--- config.mk ---
export PLATFORM = sky130hd
export DESIGN_NAME = mem_sequencer
export DESIGN_NICKNAME = d
export VERILOG_FILES = /design/src/rtl/mem_sequencer_pkg.sv /design/src/rtl/mem_sequencer_ack_timer.sv /design/src/rtl/mem_sequencer.sv
export SDC_FILE = /design/constraint.sdc
export NUM_CORES = 1
export LEC_CHECK = 0
export BUFFER_PORTS_ARGS = -buffer_cell sky130_fd_sc_hd__buf_2
export CAP_MARGIN = 15
export CORE_MARGIN = 5
export CORE_UTILIZATION = 42
export DETAILED_ROUTE_END_ITERATION = 8
export PLACE_DENSITY = 0.81
export SLEW_MARGIN = 10
export SYNTH_ARGS = -nofsm -noshare
export SYNTH_HDL_FRONTEND = slang
export SYNTH_SLANG_ARGS = --single-unit
--- constraint.sdc ---
create_clock -name clk -period 6.2 [get_ports clk]
set_clock_uncertainty 0.15 [all_clocks]
set_input_delay 0.31 -clock clk [delete_from_list [all_inputs] [get_ports clk]]
set_output_delay 0.31 -clock clk [all_outputs]
set_load 0.01 [all_outputs]
--- src/rtl/mem_sequencer_pkg.sv ---
// Shared types for the memory sequencer: controller state encoding and the
// default handshake watchdog limit.
package memseq_pkg;

  typedef enum logic [2:0] {
    ST_FETCH = 3'd0,
    ST_EXEC  = 3'd1,
    ST_MEM   = 3'd2,
    ST_WB    = 3'd3,
    ST_ERR   = 3'd4
  } state_e;

  localparam int DEFAULT_TIMEOUT = 16;

  // Counter width able to hold 0..timeout-1; at least one bit so a disabled
  // watchdog still elaborates.
  function automatic int timer_width(input int timeout);
    if (timeout > 1) begin
      return $clog2(timeout);
    end else begin
      return 1;
    end
  endfunction

endpackage

--- src/rtl/mem_sequencer_ack_timer.sv ---
// Watchdog for the memory handshake: counts unacknowledged request cycles and
// flags the cycle in which the count would reach TIMEOUT.
module ack_timer
  import memseq_pkg::*;
#(
  parameter int TIMEOUT = DEFAULT_TIMEOUT
) (
  input  logic clk,
  input  logic reset,
  input  logic clear_i,
  input  logic enable_i,
  output logic expired_o
);

  localparam int CW = timer_width(TIMEOUT);
  localparam logic ARMED = (TIMEOUT > 0) ? 1'b1 : 1'b0;
  localparam logic [CW-1:0] LAST = (TIMEOUT > 0) ? CW'(TIMEOUT - 1) : {CW{1'b0}};

  logic [CW-1:0] count_q;
  logic [CW-1:0] count_d;

  // Next count: cleared outside request states, holds once at the limit.
  always_comb begin
    count_d = count_q;
    if (clear_i) begin
      count_d = {CW{1'b0}};
    end else if (enable_i && ARMED && (count_q != LAST)) begin
      count_d = count_q + CW'(1);
    end else begin
      count_d = count_q;
    end
  end

  // Expiry is combinational so a same-cycle ack can still take priority.
  always_comb begin
    expired_o = ARMED && enable_i && (count_q == LAST);
  end

  // Count register.
  always_ff @(posedge clk) begin
    if (reset) begin
      count_q <= {CW{1'b0}};
    end else begin
      count_q <= count_d;
    end
  end

endmodule

--- src/rtl/mem_sequencer.sv ---
// Multicycle sequencer sharing one single-ported memory between instruction
// fetch and load/store, with a one-cycle retire strobe and handshake watchdog.
module mem_sequencer
  import memseq_pkg::*;
#(
  parameter int n       = 32,
  parameter int TIMEOUT = DEFAULT_TIMEOUT
) (
  input  logic         clk,
  input  logic         reset,
  input  logic [n-1:0] pc,
  input  logic         memread,
  input  logic         memwrite,
  input  logic [n-1:0] daddr,
  input  logic [n-1:0] dwdata,
  output logic [n-1:0] instr,
  output logic [n-1:0] readdata,
  output logic         commit,
  output logic         m_req,
  output logic         m_we,
  output logic [n-1:0] m_addr,
  output logic [n-1:0] m_wdata,
  input  logic [n-1:0] m_rdata,
  input  logic         m_ack,
  output logic         err,
  output logic [n-1:0] retired
);

  state_e       state_q, state_d;
  logic [n-1:0] instr_q, instr_d;
  logic [n-1:0] readdata_q, readdata_d;
  logic [n-1:0] req_addr_q, req_addr_d;
  logic [n-1:0] req_wdata_q, req_wdata_d;
  logic         req_we_q, req_we_d;
  logic [n-1:0] retired_q, retired_d;

  logic         req_s;
  logic         we_s;
  logic [n-1:0] addr_s;
  logic         commit_s;
  logic         expired_s;
  logic         timer_clear_s;
  logic         timer_enable_s;

  ack_timer #(
    .TIMEOUT (TIMEOUT)
  ) u_ack_timer (
    .clk       (clk),
    .reset     (reset),
    .clear_i   (timer_clear_s),
    .enable_i  (timer_enable_s),
    .expired_o (expired_s)
  );

  // Next-state, bus and capture decode; ack is only honoured in request states.
  always_comb begin
    state_d     = state_q;
    instr_d     = instr_q;
    readdata_d  = readdata_q;
    req_addr_d  = req_addr_q;
    req_wdata_d = req_wdata_q;
    req_we_d    = req_we_q;
    req_s       = 1'b0;
    we_s        = 1'b0;
    addr_s      = pc;
    commit_s    = 1'b0;

    case (state_q)
      ST_FETCH: begin
        req_s  = 1'b1;
        addr_s = pc;
        if (m_ack) begin
          instr_d = m_rdata;
          state_d = ST_EXEC;
        end else if (expired_s) begin
          state_d = ST_ERR;
        end else begin
          state_d = ST_FETCH;
        end
      end
      ST_EXEC: begin
        if (memread || memwrite) begin
          req_addr_d  = daddr;
          req_wdata_d = dwdata;
          req_we_d    = memwrite;
          state_d     = ST_MEM;
        end else begin
          commit_s = 1'b1;
          state_d  = ST_FETCH;
        end
      end
      ST_MEM: begin
        req_s  = 1'b1;
        we_s   = req_we_q;
        addr_s = req_addr_q;
        if (m_ack) begin
          if (!req_we_q) begin
            readdata_d = m_rdata;
          end else begin
            readdata_d = readdata_q;
          end
          state_d = ST_WB;
        end else if (expired_s) begin
          state_d = ST_ERR;
        end else begin
          state_d = ST_MEM;
        end
      end
      ST_WB: begin
        commit_s = 1'b1;
        state_d  = ST_FETCH;
      end
      ST_ERR: begin
        state_d = ST_ERR;
      end
      default: begin
        state_d = ST_FETCH;
      end
    endcase
  end

  // Strobes are forced low while reset is held so nothing leaks mid-reset.
  always_comb begin
    m_req   = req_s & ~reset;
    commit  = commit_s & ~reset;
    m_we    = we_s & ~reset;
    m_addr  = addr_s;
    m_wdata = req_wdata_q;
  end

  // Watchdog control and retire counter next value.
  always_comb begin
    timer_clear_s  = (state_q != ST_FETCH) && (state_q != ST_MEM);
    timer_enable_s = m_req & ~m_ack;
    if (commit) begin
      retired_d = retired_q + n'(1);
    end else begin
      retired_d = retired_q;
    end
  end

  // State and datapath-facing registers.
  always_ff @(posedge clk) begin
    if (reset) begin
      state_q     <= ST_FETCH;
      instr_q     <= {n{1'b0}};
      readdata_q  <= {n{1'b0}};
      req_addr_q  <= {n{1'b0}};
      req_wdata_q <= {n{1'b0}};
      req_we_q    <= 1'b0;
      retired_q   <= {n{1'b0}};
    end else begin
      state_q     <= state_d;
      instr_q     <= instr_d;
      readdata_q  <= readdata_d;
      req_addr_q  <= req_addr_d;
      req_wdata_q <= req_wdata_d;
      req_we_q    <= req_we_d;
      retired_q   <= retired_d;
    end
  end

  // Register-backed outputs.
  always_comb begin
    instr    = instr_q;
    readdata = readdata_q;
    retired  = retired_q;
    err      = (state_q == ST_ERR);
  end

endmodule

==> out/metrics.yaml <==
outcome: "finished, final reports clean"
first_iter_violations: 441
nets: 1322
worstMarginPinSlew_ps: 693
synth_top_area_share_pct: 50.4
seq_area_frac_synth_pct: 50.4
min_period_ps: 2600
row_count: 46
fp.dieH_um: 136
post-cts-setup-buffers: 0
cts_root_buf: "clkbuf_16"
setup_viol: 0
htreeDepth: 4
drive_above_1_share_pct: 31.4
ys_seq_elements: 168
finalHoldViolCount: 0
maxSlewViolCount: 0
topRoutingLayerUsed: "met4"
fillers: 1285
pin_count: 297
area_growth_syn_to_layout_pct: 47.5
max_freq_mhz: 385
critPathKind: "flip-flop to primary output"
fin_crit_sh_pct: 41.9
peakVddDrop_mv: 0.170
syn_area_per_cell_um2: 8.10
first_global_vias: 6782
cap_violations: 0
slew_headroom_pct: 53.8
path_max_fanout: 36
clk_path_buf_depth: 2
antenna_found_initial: 3
final_cell_mix: "buf_2 (295), nand2_1 (271), dfxtp_1 (168)"
clock-sinks: 168
met3_length_um: 1790
cp-start-kind: "flip-flop"
avgViaCountPerCell: 5.04
fin_util_pct: 62.7
critPathRequiredTime_ps: 5740
setup_tns_ps: 0
final_common_cell: "buf_2"
cts_tree: "built"
synth_nets: 959
wl_met1_um: 8680
hp-class: "input port to flip-flop"
drc: 0
cp_data_arrival_time_ps: 2140
firstDrtPassIters: 4
synth-edff-count: 0
worstSetupEndpointType: "primary output"
yosysWarnings: 0
clk_pin_slew_ps: 60
start_util_pct: 42.5
fp.dieW_um: 136
grt_max_degree: 67
grt_pass1_wl_um: 33600
wl_per_cell_um: 15.3
yosys_most_used_dff: "dfxtp_1"
wl_met2_um: 10600
rsz0062_at_grt: "no"
grt_usage_pct: 22.6
routed_wl_um: 21700
leakagePower_nw: 4.18
ys_types: 40
grt-ovfl-total: 0
async_flop_share_pct: 0
numCtsBuffers: 17
place_hpwl_um: 13700
port_buffers: 296
place.gp.congestion: 0.786
syn_inst: 824
coreArea_um2: 15700
dieArea_um2: 18500
clock_latency_ps: 410
powerDensity_nw_per_um2: 251
ant_nets: 0
yosys-top-cells-area: "dfxtp_1 (50%), nand2_1 (15%), a21oi_1 (11%)"
yosys.area.top_type: "dfxtp_1"
ctsHoldBuffers: 97
netlist_area_um2: 6680
post_cts_resized: 0
via_count: 7157
-- worst paths after layout --
check             slack (ps)          from                      to  cells past startpoint
setup reg to reg        3610    state_q[0]             retired[27]                      4
hold / removal           100         m_ack  u_ack_timer.count_q[2]                      3
setup / recovery        3600    state_q[1]               m_addr[8]                      4
hold reg to reg          300  readdata[10]            readdata[10]                      2
-- sequential cells by signal, summed over array words and instances, names as in the netlist --
name                 cells
instr                   32
m_wdata                 32
readdata                32
req_addr_q              32
retired                 32
u_ack_timer.count_q      4
state_q                  3
req_we_q                 1
-- power breakdown --
part | internal (mW) | switching, mW
Clock | 0.606 | 0.426
Combinational | 0.145 | 0.154
Sequential | 1.12 | 0.0216
-- final cells by class --
cell class | count | area, um^2 | share of cell area [%]
Inverter | 5 | 18.8 | 0.191
Antenna cell | 3 | 7.51 | 0.0762
Tap cell | 216 | 270 | 2.74
Multi-Input combinational cell | 593 | 3090 | 31.3
Clock buffer | 22 | 454 | 4.61
Sequential cell | 168 | 3360 | 34.1
Timing Repair Buffer | 402 | 2530 | 25.7
Clock inverter | 10 | 119 | 1.21
-- metal layers --
layer	GRT usage (%)	up-vias
met5	0	-
li1	-	3522
met3	7.03	53
met4	10.2	0
met2	37.9	322
met1	26.5	3260
-- per-stage QoR --
stage | cell area [um^2] | setup slack (ps) | power [mW] | std cells | hold slack, ps
after floorplan | 6680 | 3830 | 1.29 | 824 | 283
after global placement | 8280 | 3530 | 1.40 | 1286 | 288
after detailed placement | 8280 | 3500 | 1.40 | 1286 | 293
after CTS | 9830 | 3590 | 2.49 | 1415 | 82.0
after global routing | 9850 | 3490 | 2.57 | 1419 | 137
final | 9850 | 3600 | 2.47 | 1419 | 102
-- Yosys cell counts, types with 2 or more instances --
| library cell | count |
|---|---|
| mux2_2 | 35 |
| clkbuf_1 | 50 |
| nor2_1 | 15 |
| o21ai_0 | 9 |
| nand4_1 | 11 |
| o31ai_1 | 12 |
| nor2b_1 | 3 |
| ha_1 | 2 |
| dfxtp_1 | 168 |
| buf_6 | 2 |
| nor4_1 | 6 |
| a21oi_1 | 153 |
| buf_1 | 5 |
| or3_1 | 12 |
| nand3_1 | 12 |
| nor3b_1 | 2 |
| nand2_1 | 272 |
| inv_1 | 5 |
| and4_1 | 2 |
| or4_1 | 17 |
| nor3_1 | 4 |
| xnor2_1 | 6 |
| or2_2 | 2 |
| xor2_1 | 3 |
-- cell families (layout without fill, tap and decap cells) --
family	count (synthesis)	count (layout)	share of synthesized area, %
and+or+nand+nor	367	367	24.1
buffers and inverters	63	439	3.82
DFF	168	168	50.4
other	0	3	0
adders and majority gates	2	2	0.375
muxes	36	36	6.05
xor gates and xnor gates	9	9	1.18
AOI/OAI and AO/OA	179	179	14.1
-- worst max-delay path, cell delays in order, from the launching register on --
cell and delay, ps:
dfxtp_1 460, nor3b_4 230, buf_4 420, mux2_2 420
buf_2 150
(Power assumes the default switching activity.)
